<file path="config.mk">
export PLATFORM = sky130hd
export DESIGN_NAME = color_classifier
export DESIGN_NICKNAME = d
export VERILOG_FILES = /design/src/rtl/color_classifier.sv
export SDC_FILE = /design/constraint.sdc
export NUM_CORES = 1
export LEC_CHECK = 0
export CAP_MARGIN = 20
export CORE_MARGIN = 2
export CORE_UTILIZATION = 50
export DETAILED_ROUTE_END_ITERATION = 8
export HOLD_SLACK_MARGIN = 0.15
export PLACE_DENSITY = 0.78
export REMOVE_ABC_BUFFERS = 1
export SLEW_MARGIN = 20
export SYNTH_ARGS = -nofsm -noshare
export SYNTH_HDL_FRONTEND = slang
export SYNTH_SLANG_ARGS = --single-unit
</file>
<file path="constraint.sdc">
create_clock -name clock -period 2.75 [get_ports clock]
set_input_delay 0.275 -clock clock [delete_from_list [all_inputs] [get_ports clock]]
set_output_delay 0.275 -clock clock [all_outputs]
set_load 0.05 [all_outputs]
</file>
<file path="src/rtl/color_classifier.sv">
// rtl/color_classifier.sv - RGB threshold classifier with frame framing and per-class counts
// Two-stage pipeline: stage 1 registers compare results, stage 2 encodes and writes.
module color_classifier #(
  parameter int DATA_W = 8,
  parameter int ADDR_W = 13
) (
  input  logic              clock,
  input  logic              reset_n,
  input  logic              start,
  input  logic [15:0]       iColumnas,
  input  logic [15:0]       iFilas,
  input  logic [DATA_W-1:0] th_high,
  input  logic [DATA_W-1:0] th_low,
  input  logic              in_valid,
  input  logic [DATA_W-1:0] in_r,
  input  logic [DATA_W-1:0] in_g,
  input  logic [DATA_W-1:0] in_b,
  output logic              write,
  output logic [1:0]        write_data,
  output logic [ADDR_W-1:0] write_addr,
  output logic [ADDR_W:0]   red_count,
  output logic [ADDR_W:0]   green_count,
  output logic [ADDR_W:0]   blue_count,
  output logic              busy,
  output logic              oDone,
  output logic              dropped
);

  localparam int CW = ADDR_W + 1;
  localparam logic [CW-1:0] CNT_MAX = '1;

  typedef enum logic [1:0] {IDLE, RUN, FLUSH, DONE} state_t;

  state_t              state_q, state_d;
  logic [15:0]         cols_q, cols_d, rows_q, rows_d, x_q, x_d, y_q, y_d;
  logic [DATA_W-1:0]   th_high_q, th_high_d, th_low_q, th_low_d;
  logic [ADDR_W-1:0]   addr_q, addr_d;
  logic                s1_valid_q, s1_valid_d;
  logic [ADDR_W-1:0]   s1_addr_q, s1_addr_d;
  logic                s1_red_q, s1_red_d, s1_green_q, s1_green_d, s1_blue_q, s1_blue_d;
  logic                write_q, write_d;
  logic [1:0]          write_data_q, write_data_d;
  logic [ADDR_W-1:0]   write_addr_q, write_addr_d;
  logic [CW-1:0]       wr_q, wr_d, wg_q, wg_d, wb_q, wb_d;
  logic [CW-1:0]       red_count_q, red_count_d, green_count_q, green_count_d;
  logic [CW-1:0]       blue_count_q, blue_count_d;
  logic                dropped_q, dropped_d;

  logic arm, hi_r, hi_g, hi_b, lo_r, lo_g, lo_b;

  always_comb begin
    state_d       = state_q;
    cols_d        = cols_q;
    rows_d        = rows_q;
    x_d           = x_q;
    y_d           = y_q;
    th_high_d     = th_high_q;
    th_low_d      = th_low_q;
    addr_d        = addr_q;
    s1_valid_d    = 1'b0;
    s1_addr_d     = s1_addr_q;
    s1_red_d      = s1_red_q;
    s1_green_d    = s1_green_q;
    s1_blue_d     = s1_blue_q;
    write_d       = 1'b0;
    write_data_d  = write_data_q;
    write_addr_d  = write_addr_q;
    wr_d          = wr_q;
    wg_d          = wg_q;
    wb_d          = wb_q;
    red_count_d   = red_count_q;
    green_count_d = green_count_q;
    blue_count_d  = blue_count_q;
    dropped_d     = dropped_q;

    hi_r = in_r >= th_high_q;
    hi_g = in_g >= th_high_q;
    hi_b = in_b >= th_high_q;
    lo_r = in_r < th_low_q;
    lo_g = in_g < th_low_q;
    lo_b = in_b < th_low_q;

    arm = start && (state_q == IDLE || state_q == DONE);

    case (state_q)
      IDLE, DONE: begin
        state_d = IDLE;
        if (arm) begin
          cols_d    = iColumnas;
          rows_d    = iFilas;
          th_high_d = th_high;
          th_low_d  = th_low;
          x_d       = '0;
          y_d       = '0;
          addr_d    = '0;
          wr_d      = '0;
          wg_d      = '0;
          wb_d      = '0;
          if (iColumnas == 16'd0 || iFilas == 16'd0) begin
            state_d       = DONE;
            red_count_d   = '0;
            green_count_d = '0;
            blue_count_d  = '0;
          end else begin
            state_d = RUN;
          end
        end
      end
      RUN: begin
        if (in_valid) begin
          s1_valid_d = 1'b1;
          s1_addr_d  = addr_q;
          s1_red_d   = hi_r & lo_g & lo_b;
          s1_green_d = lo_r & hi_g & lo_b;
          s1_blue_d  = lo_r & lo_g & hi_b;
          addr_d     = addr_q + 1'b1;
          if (x_q == cols_q - 16'd1) begin
            x_d = '0;
            y_d = y_q + 16'd1;
            if (y_q == rows_q - 16'd1) state_d = FLUSH;
          end else begin
            x_d = x_q + 16'd1;
          end
        end
      end
      FLUSH: begin
        // Stage 2 has already folded the last pixel into the working counts.
        if (!s1_valid_q) begin
          state_d       = DONE;
          red_count_d   = wr_q;
          green_count_d = wg_q;
          blue_count_d  = wb_q;
        end
      end
      default: state_d = IDLE;
    endcase

    if (arm) dropped_d = 1'b0;
    else if (in_valid && state_q != RUN) dropped_d = 1'b1;

    if (s1_valid_q) begin
      write_d      = 1'b1;
      write_addr_d = s1_addr_q;
      if (s1_red_q) begin
        write_data_d = 2'd1;
        if (wr_q != CNT_MAX) wr_d = wr_q + 1'b1;
      end else if (s1_green_q) begin
        write_data_d = 2'd2;
        if (wg_q != CNT_MAX) wg_d = wg_q + 1'b1;
      end else if (s1_blue_q) begin
        write_data_d = 2'd3;
        if (wb_q != CNT_MAX) wb_d = wb_q + 1'b1;
      end else begin
        write_data_d = 2'd0;
      end
    end
  end

  always_ff @(posedge clock or negedge reset_n) begin
    if (!reset_n) begin
      state_q       <= IDLE;
      cols_q        <= '0;
      rows_q        <= '0;
      x_q           <= '0;
      y_q           <= '0;
      th_high_q     <= '0;
      th_low_q      <= '0;
      addr_q        <= '0;
      s1_valid_q    <= 1'b0;
      s1_addr_q     <= '0;
      s1_red_q      <= 1'b0;
      s1_green_q    <= 1'b0;
      s1_blue_q     <= 1'b0;
      write_q       <= 1'b0;
      write_data_q  <= '0;
      write_addr_q  <= '0;
      wr_q          <= '0;
      wg_q          <= '0;
      wb_q          <= '0;
      red_count_q   <= '0;
      green_count_q <= '0;
      blue_count_q  <= '0;
      dropped_q     <= 1'b0;
    end else begin
      state_q       <= state_d;
      cols_q        <= cols_d;
      rows_q        <= rows_d;
      x_q           <= x_d;
      y_q           <= y_d;
      th_high_q     <= th_high_d;
      th_low_q      <= th_low_d;
      addr_q        <= addr_d;
      s1_valid_q    <= s1_valid_d;
      s1_addr_q     <= s1_addr_d;
      s1_red_q      <= s1_red_d;
      s1_green_q    <= s1_green_d;
      s1_blue_q     <= s1_blue_d;
      write_q       <= write_d;
      write_data_q  <= write_data_d;
      write_addr_q  <= write_addr_d;
      wr_q          <= wr_d;
      wg_q          <= wg_d;
      wb_q          <= wb_d;
      red_count_q   <= red_count_d;
      green_count_q <= green_count_d;
      blue_count_q  <= blue_count_d;
      dropped_q     <= dropped_d;
    end
  end

  assign write       = write_q;
  assign write_data  = write_data_q;
  assign write_addr  = write_addr_q;
  assign red_count   = red_count_q;
  assign green_count = green_count_q;
  assign blue_count  = blue_count_q;
  assign busy        = (state_q == RUN) || (state_q == FLUSH);
  assign oDone       = (state_q == DONE);
  assign dropped     = dropped_q;

endmodule

</file>
; ---- After elaboration in Yosys (flattened, before gate mapping)
; Index checks and enable logic that the tools add are counted.
[classes]
n_addsub = 8
mul = 0
div_mod_pow = 0
order_cmp = 6
eq_ne = 15
n_shift = 0
muxes = 51
bitwise_logic = 6
reduce_logical = 18
[op_table]
columns = operator, count
row1 = 14-bit 2-to-1 mux, 23
row2 = 14-bit case mux with 2 select lines, 3
row3 = 16-bit 2-to-1 mux, 5
row4 = 16-bit case mux with 2 select lines, 2
row5 = "14-bit by 1-bit adder with 14-bit output, second input constant", 3
row6 = "14-bit inequality test, second input constant", 3
row7 = "16-bit by 1-bit adder with 16-bit output, second input constant", 2
row8 = 16-bit equality test, 2
row9 = 16-bit zero test, 2
row10 = "16-bit by 1-bit subtractor with 16-bit output, second input constant", 2
row11 = 13-bit 2-to-1 mux, 2
row12 = 13-bit case mux with 2 select lines, 1
row13 = 8-bit >= comparator, 3
row14 = 8-bit < comparator, 3
row15 = 2-bit 2-to-1 mux, 9
row16 = "13-bit by 1-bit adder with 13-bit output, second input constant", 1
row17 = "2-bit inequality test, second input constant", 6
row18 = 4-bit AND reduction, 3
row19 = 1-bit AND, 6
row20 = 2-bit case mux with 3 select lines, 1
row21 = 2-bit nonzero test, 3
row22 = 1-bit 2-to-1 mux, 5
row23 = "2-bit equality test, second input constant", 2
row24 = 2-bit AND reduction, 2
row25 = 7 further kinds, 10
[word_totals]
ff_bits = 213
latch_bits = 0
ramBits = 0
romBits = 0
inputBits = 76
wordCells = 127
memories = 0

; ---- Logic depth before layout (Yosys ltp)
; Gate-level depths: netlist of the first run.
[logic_depth]
depth_word = 10
depth_mapped = 13

; ---- Least setup slack after synthesis of the first run
; OpenSTA, ideal clock, no wires.
[synth_path]
path_kind = register to register
from = register cols_q[0]
to = register y_q[9]
setup_time_ps = 78
t_arrival_ps = 2982
setup_slack_ps = -310
path_stages_with_launch = 13
n_path_buf = 2
synth_period_minus_slack_ps = 3060
path_cell_list = dfrtp_1 -> inv_1 -> ha_1 -> or3b_1 -> buf_2 -> nor3_1 -> xnor2_1 -> or3_4 -> nor4_4 -> a21oi_2 -> buf_6 -> or4_1 -> a21oi_1
[synth_between]
elab_chain_len = 4
[synth_rtl]
columns = item, line
row1 = start: declaration, 35  ; logic [15:0] cols_q, cols_d, rows_q, rows_d, x_q, x_d, y_q, y_d;
row2 = start signal: assignment, 186  ; cols_q <= cols_d;
row3 = 16-bit by 1-bit subtractor with 16-bit output, 117  ; if (x_q == cols_q - 16'd1) begin
row4 = 16-bit equality test, 117
row5 = 2-bit inequality test (no line), -
row6 = 4-bit AND reduction (no line), -
row7 = end signal: assignment, 189  ; y_q <= y_d;
row8 = end: declaration, 35
; Every way passes these cells.
; A chain may end at the register's enable or synchronous reset.

; ---- Worst setup path after layout of the first run
[layout_path]
from = register cols_q[1]
to = register y_q[10]
; Same word-level chain as after synthesis.

==> results of run 1 <==
[worst max-delay path, stage by stage (launching register included)]
cell	delay (ns)
dfrtp_1	0.38
buf_6	0.12
or4_4	0.59
nor2_4	0.12
xnor2_2	0.07
or3_4	0.39
nor4_4	0.35
a21oi_4	0.14
buf_6	0.16
or4_4	0.47
a21oi_1	0.14
[layer usage]
metal	part of all wire, %	up-vias
met5	0	-
met4	2.5	0
met3	5.3	65
met2	48	292
met1	44	4925
li1	-	4962
[layout by cell type, fill, tap and decap left out, types with 13 or more instances in the layout]
cell type,n
a21oi_1,41
a31oi_1,20
and3_1,18
buf_4,91
clkbuf_16,25
clkdlybuf4s50_1,134
dfrtp_1,213
ha_1,56
inv_1,39
mux2_2,28
nand2_1,269
nand2b_1,15
nand3_1,45
nand4_1,21
nor2_1,80
nor3_1,23
nor4_1,19
o21ai_0,126
o31ai_1,13
xnor2_1,42
xor2_1,16
[state kept, by name, summed over array words and instances (netlist names)]
name,flops
addr_q,13
blue_count,14
cols_q,16
dropped,1
green_count,14
red_count,14
rows_q,16
s1_addr_q,13
s1_blue_q,1
s1_green_q,1
s1_red_q,1
s1_valid_q,1
state_q,2
th_high_q,8
th_low_q,8
wb_q,14
wg_q,14
wr_q,14
write,1
write_addr,13
write_data,2
x_q,16
y_q,16
[where the power goes]
group          switching (mW)  total [mW]  internal, mW
Combinational            3.87        6.47          2.60
Clock                    1.25        3.16          1.91
Sequential              0.459        4.12          3.66
[kinds of logic after synthesis]
family / synth area share (%)
flops: 46.1
buf+inv: 3.38
xor+xnor: 4.46
simple gates: 22.3
fa+ha+maj: 6.05
compound gates: 14.3
mux: 3.50
[layout make-up]
| cell class | instances | share of cell area, % |
|---|---|---|
| multi-input combinational | 983 | 40.5 |
| sequential | 213 | 35.8 |
| timing repair buffer | 240 | 15.0 |
| clock buffer | 36 | 4.89 |
| tap | 285 | 2.40 |
| inverter | 39 | 0.985 |
| clock inverter | 7 | 0.404 |
[repair_timing]
action | in CTS | in global routing
hold endpoints to repair | 63 | 0
hold buffers | 1 | 0
pin swaps | 16 | 14
buffers inserted | 10 | 2
endpoints found under the setup margin | 35 | 40
gates resized for setup | 24 | 25
[worst max path at each step]
stage / start / end / slack (ns)
after floorplan: state_q[0] / wb_q[10] / -1.37
final: cols_q[1] / y_q[10] / -0.28
after global placement: cols_q[0] / y_q[6] / -0.31
after detailed placement: cols_q[0] / y_q[10] / -0.39
after global routing: cols_q[1] / y_q[12] / -0.35
after CTS: cols_q[0] / y_q[9] / -0.28
[metrics by stage]
stage | hold slack, ns | cell area [µm²]
4_1_cts | 0.271 | 14700
3_3_place_gp | 0.271 | 13800
5_1_grt | 0.305 | 14900
3_5_place_dp | 0.273 | 13800
6_report | 0.285 | 14900
2_1_floorplan | -0.0206 | 11300
==> summary by stage, run 1 <==
Run
The count of max-cap constraint violations is 0.

Route
The mean number of vias per cell is 5.68. The detailed router's first-iteration violation count is 746. The DRC violation count after routing is 0. After detailed routing, the average wire length per cell comes to 16.6 µm. The length of the first detailed-routing pass in iterations is 5. The detailed router placed just over 10,000 vias in this run. The detail route stage leaves a number of antenna-violating nets equal to 0.

The total wirelength of the detailed-routed design is 29,900 µm.

Global routing
Entering global routing, the biggest net connects 85 pins. The via count of the first global-routing pass is 10,000. Global routing consumed, over all layers together, between 20% and 30% of the routing resources. met2 is the most crowded layer. The wire length of the first global-routing pass is 48,900 µm. For this run the aggregate overflow at the end of global routing stands at 0.

Global routing consumed, on the met1 layer, between 30 and 40% of the routing resources. Global routing consumed, on the met2 layer, approximately two fifths of the routing resources. The initial antenna violation count was 0. For met3 alone, demand over resource in global routing was 3.69%.

Final layout
The antenna cell count is 0. The count of non-filler cells in the finished layout is 1,803. The final-layout fill cell count is 1,797. Cells fill approximately 65% of the core in the end.

In the final layout, the share of cells above drive strength 1 is between 10% and 20%. Summing all multi-input logic gate instances after layout gives 6020 µm². The sequential cells in the finished layout cover a total of 5330 µm². From synthesis to final layout, the design area changed by 28.5%. In the final design database the tool counted ~1,600 nets.

Timing
Across the routed clock network, the largest skew measured is roughly 0.011 ns. Setup repair after global routing could not meet its margin everywhere. The top achievable clock speed is 330 MHz.

Measured against its own limit, the worst slew margin works out to 50.7%. Setup violations remaining at the end of the flow were counted as 30. The number of pins exceeding their max-slew limit in the final report is 0. The fraction of the cycle the final worst path needs is 110%. The setup total negative slack is -4.91 ns. The actual transition at the worst max-transition pin is approximately 0.74 ns. Setup slack on the critical path of the routed design comes to -0.277 ns. After layout, the minimum clock period comes to 3.03 ns. The count of final hold-check violations is 0.

CTS
The clock sink total is 213. The tree is rooted in a clkbuf_16. The deepest level of the CTS H-tree is 1. Buffers inserted during clock tree synthesis total 24. For the worst-skew pair, the clock arrives at the later sink with an insertion delay of 0.52 ns. After clock tree synthesis, the clock-pin slew on the worst setup and hold paths is 0.06 ns. The clock passes through at most 3 buffers. TritonCTS built the clock tree.

Logic synthesis
Each instance of the synthesized netlist takes up on average 8.92 µm². The synthesized instance count is 1,297. The most frequent cell after synthesis is nand2_1.

After synthesis the netlist holds a flip-flop and latch count of 213. The fraction of the yosys area taken by sequential cells is around 46%. Summed over its instances, the top area cell type makes up a little under half of the synthesized netlist area. The post-synthesis cell area is 11,600 µm². The number of unique standard cell types used by synthesis is between 60 and 70.

The most used flip-flop cell after synthesis is dfrtp_1. The number of synthesized flops with an enable pin is 0. In the synthesized netlist the async set-or-reset flop fraction comes to 100%. The number of warnings printed during yosys synthesis is 0. By count the netlist is led by nand2_1 (270), dfrtp_1 (213), o21ai_0 (129). Sorting the synthesized cells by area gives the leading types as dfrtp_1 (46%), nand2_1 (8.8%), ha_1 (6.1%). Summed over all instances, the cell type with the most area after synthesis is dfrtp_1.

Run status
The flow ran to the end, but the final reports show violations. The final reports fail on setup timing.

Power and ir drop
IR analysis of the VDD net gives a maximum drop of slightly below 0.7 mV. For this design the ratio of total power to cell area is 924 nW/µm². The leakage component of the power is 6.64 nW. After layout, the design draws a total of 13.7 mW.

Hold path
The class of the tightest hold or removal check is input pin to async pin.

Placement
Detailed placement ended at an HPWL of around 21,000 µm. The congestion estimate from routability-driven global placement came to slightly above 0.9. The post-placement cell count is 1,747. The worst setup slack after placement is -0.390 ns. The total of buffers placed on input and output ports is 136.

Setup path
The endpoint identified for the worst register-to-register timing path is y_q[10]. The worst register-to-register path has a setup slack of -0.28 ns. At the worst endpoint, the required time is 3.18 ns. In this run the critical register-to-register path is launched from cols_q[1]. Measured in cells, the most critical reg-to-reg path has a length of 10. The worst setup path is of the flop to flop kind. The maximum fanout encountered on the critical timing path is 12. The capturing element type of the critical path is a flop. For the worst setup path, the data arrival time is 3.46 ns.

The startpoint class of the critical path is a flop.

Floorplan
The die covers 24,400 µm². The core box area is roughly 23,000 µm². The vertical die dimension is 156 µm. The count of boundary I/O pins is 137. The floorplan step set the die width to 156 µm. For this configuration, the core starts out at a cell density of 51.0%.

After floorplanning, the core was divided into 55 placement rows.
No activity file was read; power rests on OpenSTA's default activity.
==> run 2, diff against run 1 <==
==> constraint.sdc (replaced) <==
create_clock -name clock -period 2.75 [get_ports clock]
set_input_delay 0.6875 -clock clock [delete_from_list [all_inputs] [get_ports clock]]
set_output_delay 0.6875 -clock clock [all_outputs]
set_load 0.05 [all_outputs]
==> run 2 against run 1 <==
- the run still ends with setup timing left
- clock skew down 0.00094 ns
- final cell count is 1.1% higher
- setup slack worse by 0.040 ns
- register-to-register slack worse by 0.04 ns
- sequential share of layout area down 0.56 points
- global-route usage grew 0.14 points
- non-clock buffer count rose by 22
- largest power group unchanged
==> summary by stage, run 2 (same netlist as run 1, synthesis figures left out) <==
Route
The length of the first detailed-routing pass in iterations is 5. The remaining number of nets flagged by the antenna check after routing is 0. The routed length per instance is 16.4 µm. The routed layout has 10,300 vias. The detailed router's first-iteration violation count is 645. For this run, design rule violations remaining after detail routing come to 0.

The final layout contains routed wiring with a total length of 30,000 µm. The mean number of vias per cell is 5.65.

Final layout
For this run, the post-layout net count is 1,655. The area growth from synthesis to layout is 30.5%. Summing all multi-input logic gate instances after layout gives 6090 µm². The number of antenna diodes in the final layout is 0. Summing all flip-flop and latch instances after layout gives 5330 µm². The library cell used most frequently in the layout, excluding fill and tap cells, is nand2_1. The top cell types in the final layout, fill and taps aside, are nand2_1 (268), dfrtp_1 (213), clkdlybuf4s50_1 (134). Measured on the finished design, the core utilization comes to 66.5%. The layout has 1,784 filler cells.

The fraction of layout instances using a drive strength above 1 is 15.7%. For this run, the number of standard cells in the final layout without fillers is 1,823.

CTS
The tree is rooted in a clkbuf_16. The clock tree from TritonCTS is done. The clock sink total is roughly 210. The clock passes through at most 3 buffers.

CTS built an H-tree with a depth of 1. TritonCTS created 23 clock buffers. The latest clock arrival within the worst-skew pair is 0.51 ns. Clock-pin slew was measured on the worst setup and hold paths at 0.06 ns.

Floorplan
The die is 156 µm wide. In this run the count of I/O pins placed on the die edge is ~140. After floorplanning, the core was sized to cover 22,700 µm².

The vertical die dimension is 156 µm. In this run the core area contains 55 standard-cell rows. The die covers 24,400 µm².

For this configuration, the core starts out at a cell density of 51.0%.

Power and ir drop
The internal power summed over all cells is 8.25 mW. The part of the power in registers is 29.9%. In this run, the combinational gates consume 47.1% of the power. Of the total power, the share spent switching nets is between 40% and 50%. The leakage component of the power is 6.75 nW. The clock network power share is 23.0%. The largest vdd supply drop is 0.632 mV.

In this run the power spent charging and discharging nets is 5.61 mW. The overall power after layout is 13.9 mW. For this design the ratio of total power to cell area is slightly above 900 nW/µm².

Placement
The estimated wirelength of the detail-placed design is 21,200 µm. The total of buffers placed on input and output ports is 136. Before CTS, the worst setup slack after placement is -0.375 ns. The post-placement cell count is 1,768. At the end of routability-driven placement, the weighted congestion stood at slightly below 0.9.

Setup path
Data on the critical path is required at its endpoint by roughly 3.2 ns. The slack of the worst reg-to-reg path is -0.32 ns. For this design, the slowest cell found on the critical path is or4_4.

The critical path launch point is cols_q[0]. The maximum fanout encountered on the critical timing path is 8. The type of the worst setup path is flop to flop. STA puts the critical path data arrival time at ~3.5 ns. The startpoint identified for the worst register-to-register timing path is cols_q[0].

The critical path goes through inv_2 > ha_4 > or3b_4 > nor3_4 > mux2i_2 > o2111ai_2 > nor4_4 > a21oi_4 > buf_6 > or4_4 > a21oi_2. The capturing element type of the critical path is a flop. On the worst path, the slowest cell contributes a delay of 0.42 ns.

STA classifies the critical path startpoint as a flop. The depth of the worst register-to-register path is 11.

Run status
The flow ran to the end, but the final reports show violations. The final reports fail on setup timing.

Global routing
The initial antenna violation count is 0. The wire length of the first global-routing pass is 49,400 µm. The via count of the first global-routing pass was 10,200. The total global routing overflow is 0. Global routing used 24.6% of the available tracks across all layers.

Entering global routing, the biggest net connects 63 pins.

Hold path
The startpoint of the tightest hold check path is green_count[11]. The tightest min-delay check is of the flop to flop type. The cell depth of the worst hold path is 2.

Timing
The least setup slack across all paths after layout is -0.316 ns. The number of pins exceeding their max-slew limit in the final report is 0. The final critical path takes up 112% of the cycle. Hold is met by around 0.48 ns. The top achievable clock speed is 326 MHz.

Clock skew on the completed layout was measured at 0.0103 ns. The worst pin sits at a relative slew slack of 46.3%. Setup repair after global routing could not meet its margin everywhere. The count of final hold-check violations came to 0. The minimum period implied by the final worst setup slack is 3.07 ns.

At the pin with the least slew margin, the transition time is roughly 0.8 ns. Setup violations remaining at the end of the flow were counted as 33.

Run
The count of max-cap constraint violations is 0.
[run 2: stage by stage]
step / instance area, µm² / setup TNS [ns]
after floorplan: 11300 / -81.62
after global placement: 14000 / -14.11
after detailed placement: 14000 / -19.04
after CTS: 14900 / -5.53
after global routing: 15100 / -11.30
final: 15100 / -6.30
[run 2: power groups by stage]
stage	logic, mW	registers (mW)	clock network (mW)
floorplan	3.28	4.34	0
global placement	5.82	4.14	0
detailed placement	5.99	4.16	0
CTS	6.25	4.12	3.24
global route	7.19	4.21	3.38
finish	6.53	4.14	3.19
[run 2: worst paths after layout]
| path | end |
|---|---|
| min in group asynchronous | write_addr[10] |
| min | green_count[11] |
| max in group asynchronous | wb_q[6] |
| max reg2reg | y_q[10] |
| max | y_q[10] |
| min reg2reg | green_count[11] |
[run 2: cell type report]
| class | count | share of cell area, % |
|---|---|---|
| multi-input cells | 984 | 40.3 |
| flip-flops and latches | 213 | 35.3 |
| repair buffers | 262 | 15.9 |
| clock buffers | 32 | 4.36 |
| well taps | 285 | 2.36 |
| inverters | 39 | 0.969 |
| clock inverters | 8 | 0.787 |
[run 2: critical path: cells and delay by family, from the launching register on]
family	cells	cell delay (ns)
adder cells (fa/ha/maj)	1	0.13
AND/OR/NAND/NOR	4	1.45
AO/OA/AOI/OAI	3	0.51
buffers and inverters	2	0.23
multiplexers	1	0.28
flip-flops	1	0.40
[run 2: routing by layer]
layer  GRT usage, %  up-vias  share of wire, %
met4           6.73        0               2.7
met1           32.4     4912                43
met3           3.22       67               5.2
li1               -     5009                 -
met5              0        -                 0
met2           42.8      311                49
[run 2: repair_timing]
action | CTS | global route
pin swaps | 29 | 13
cloned | 2 | 1
gates resized for setup | 23 | 35
hold buffers | 1 | 0
hold endpoints to repair | 40 | 0
setup buffers | 7 | 6
setup endpoints to repair | 34 | 35
==> run 3, diff against run 2 <==
--- a/config.mk
+++ b/config.mk
@@ -6,6 +6,7 @@
 export NUM_CORES = 1
 export LEC_CHECK = 0
 export CAP_MARGIN = 20
+export CORE_ASPECT_RATIO = 1.5
 export CORE_MARGIN = 2
 export CORE_UTILIZATION = 50
 export DETAILED_ROUTE_END_ITERATION = 8
==> run 3 against run 2 <==
- largest cell class unchanged
- non-clock buffer count fell by 3
- hold slack worse by 0.31 ns
- final cell count decreased by 0.66%
- count of clock-buffer cells in the layout down 4
- sequential cell count unchanged
- via count fell by 1.1%
- utilization is 1.2 points lower
- routed wire length is 5.0% lower
- the run still ends with setup timing left
- combinational power is 3% lower
- register-to-register slack improved by 0.03 ns
- die area rose by 0.11%
- sequential share of layout area increased by 0.40 points
==> summary by stage, run 3 (same netlist as run 1, synthesis figures left out) <==
Run status
The checks that failed: setup timing. The run finished, with violations left.

CTS
The clock passes through at most 3 buffers. TritonCTS built the clock tree. The number of clock buffers added by TritonCTS is 21. Clock-pin slew was measured on the worst setup and hold paths at roughly 0.070 ns.

The number of hold buffers added after CTS is 0. The clock root buffer is clkbuf_16. The deepest level of the CTS H-tree is 1. The clock sink total is roughly 210. At the later pin of the worst-skew pair, clock insertion delay measures 0.51 ns.

Timing
The actual transition at the worst max-transition pin is between 0.6 and 0.7 ns. Setup repair after global routing could not meet its margin everywhere. The final clock skew is 0.0118 ns. The minimum period implied by the final worst setup slack is 3.04 ns. The setup total negative slack is -3.69 ns. The count of final hold-check violations is 0. Setup slack on the critical path of the routed design comes to -0.288 ns. On the final layout, the worst hold slack is 0.168 ns.

The count of final setup violators is 31. The worst pin sits at a relative slew slack of a little under three fifths. The number of pins exceeding their max-slew limit in the final report was 0. Timing would allow up to 329 MHz. Of the available clock period, the critical path in the final layout requires 110%.

Final layout
In the layout the commonest cells are nand2_1 (268), dfrtp_1 (213), clkdlybuf4s50_1 (134). The number of antenna diodes in the final layout is 0. The library cell used most frequently in the layout, excluding fill and tap cells, is nand2_1. The finished cells cover 14,900 µm².

The fraction of layout instances using a drive strength above 1 is 15.5%. From synthesis to final layout, the design area changed by 29.1%. At the end of the flow, the number of nets in the layout was 1,649.

Placement
The placed instances occupy a cell area of about 14,000 µm². The worst setup slack after placement is -0.407 ns. The estimated wirelength of the detail-placed design is 20,400 µm. The routability-driven placement congestion ratio is approximately 0.89. The total of buffers placed on input and output ports is 136.

Global routing
Entering global routing, the biggest net connects 85 pins. The wire length of the first global-routing pass is approximately 47,000 µm. For this run, the total global-route usage over all layers was measured as 23.1%. The initial antenna violation count came to 0. The via count of the first global-routing pass is 9,924. The total global routing overflow is 0.

Run
The count of max-cap constraint violations is 0.

Power and ir drop
The overall power after layout is 13.3 mW. The largest vdd supply drop is about 0.61 mV. Summed over all cells, the static leakage comes to between 6 and 7 nW.

The power density normalized to cell area is between 800 and 900 nW/µm².

Floorplan
The vertical die dimension is 190 µm. The count of boundary I/O pins is 137. The core box area is 22,900 µm². The chip width is 128 µm.

The die outline area is 24,400 µm². The floorplan has 68 rows. The initial core utilization is 50.6%.

Setup path
The most used cell along the critical path is buf_6. The delay of the slowest critical-path stage is ~0.6 ns. STA puts the critical path data arrival time at 3.43 ns. The required time at the endpoint of the critical path is 3.14 ns. Walking the worst path, the cells encountered are or4_4 > nor2_1 > xnor2_1 > or3_4 > buf_6 > buf_6 > nor4_4 > buf_4 > nand4_1 > and2_4 > o22a_1. The critical path in this run is classified as flop to flop.

STA classifies the critical path startpoint as a flop. On the critical path, the stage with the largest delay is an instance of or4_4. The worst setup path is captured at a flop. Along the worst path, the maximum fanout reaches 6.

Route
The routed length per instance is 15.7 µm. The detailed router's first-iteration violation count is between 600 and 700. In this run the remaining antenna-violating nets after routing total 0. Before antenna repair, the detailed router went through 5 iterations. Dividing the detail-routed via count by the number of cells gives 5.63. The detailed router placed 10,200 vias in this run.

The routed design has 28,500 µm of wire. For this run, design rule violations remaining after detail routing come to 0.

Hold path
The min-delay analysis places its worst path in the category input pin to async pin.
run 3: cell count changes in the layout (fill, tap and decap cells not counted), sizes merged:
cell | before | now
buf | 126 | 124
bufinv | 3 | 2
clkbuf | 33 | 29
clkinv | 4 | 5
clkinvlp | 0 | 1
dlygate4sd3 | 1 | 0
or3 | 9 | 8
run 3: path summary, 6_finish.rpt:
path	from	end	slack, ns	cells past startpoint
worst max register to register	cols_q[1]	state_q[0]	-0.29	11
max in group asynchronous	reset_n	cols_q[11]	1.80	2
worst min-delay path	reset_n	write_addr[12]	0.17	1
min in group clock	red_count[10]	red_count[10]	0.47	2
worst max-delay path	cols_q[1]	state_q[0]	-0.29	11
worst min register to register	red_count[10]	red_count[10]	0.47	2
run 3: stage by stage:
stage	instances	util, %
floorplan	1235	-
global placement	1763	60.9
detailed placement	1763	60.9
CTS	1807	64.7
global route	1811	65.3
finish	1811	65.3
run 3: timing repair:
action,4_1_cts,5_1_grt
pin swaps,30,15
endpoints found under the setup margin,34,35
setup buffers,7,6
gates resized for setup,33,25
run 3: layer usage:
metal  track usage, %  wire length, µm  up-vias
met4             7.19              759        0
met3             2.61             1020       57
met2             41.0            15000      235
met5                0                0        -
met1             29.3            11700     4892
li1                 -                -     5003
run 3: cell type report:
class                   instances  area, µm²
flip-flops and latches        213       5330
fillers                      1832       7950
multi-input cells             983       6080
well taps                     280        350
clock buffers                  28        572
inverters                      39        146
clock inverters                 9        101
repair buffers                259       2360
run 3: where the power goes:
| part | internal, mW | leakage (nW) | switching (mW) |
|---|---|---|---|
| clock | 1.65 | 0.332 | 1.22 |
| sequential | 3.66 | 2.88 | 0.434 |
| combinational | 2.53 | 3.45 | 3.82 |
| total | 7.84 | 6.66 | 5.47 |
run 3: critical path: cells and delay by family (launching register included):
| kind | cells | cell delay, ns |
|---|---|---|
| AO/OA/AOI/OAI | 1 | 0.20 |
| XOR/XNOR | 1 | 0.11 |
| buffers and inverters | 3 | 0.41 |
| flip-flops | 1 | 0.41 |
| AND/OR/NAND/NOR | 6 | 1.80 |
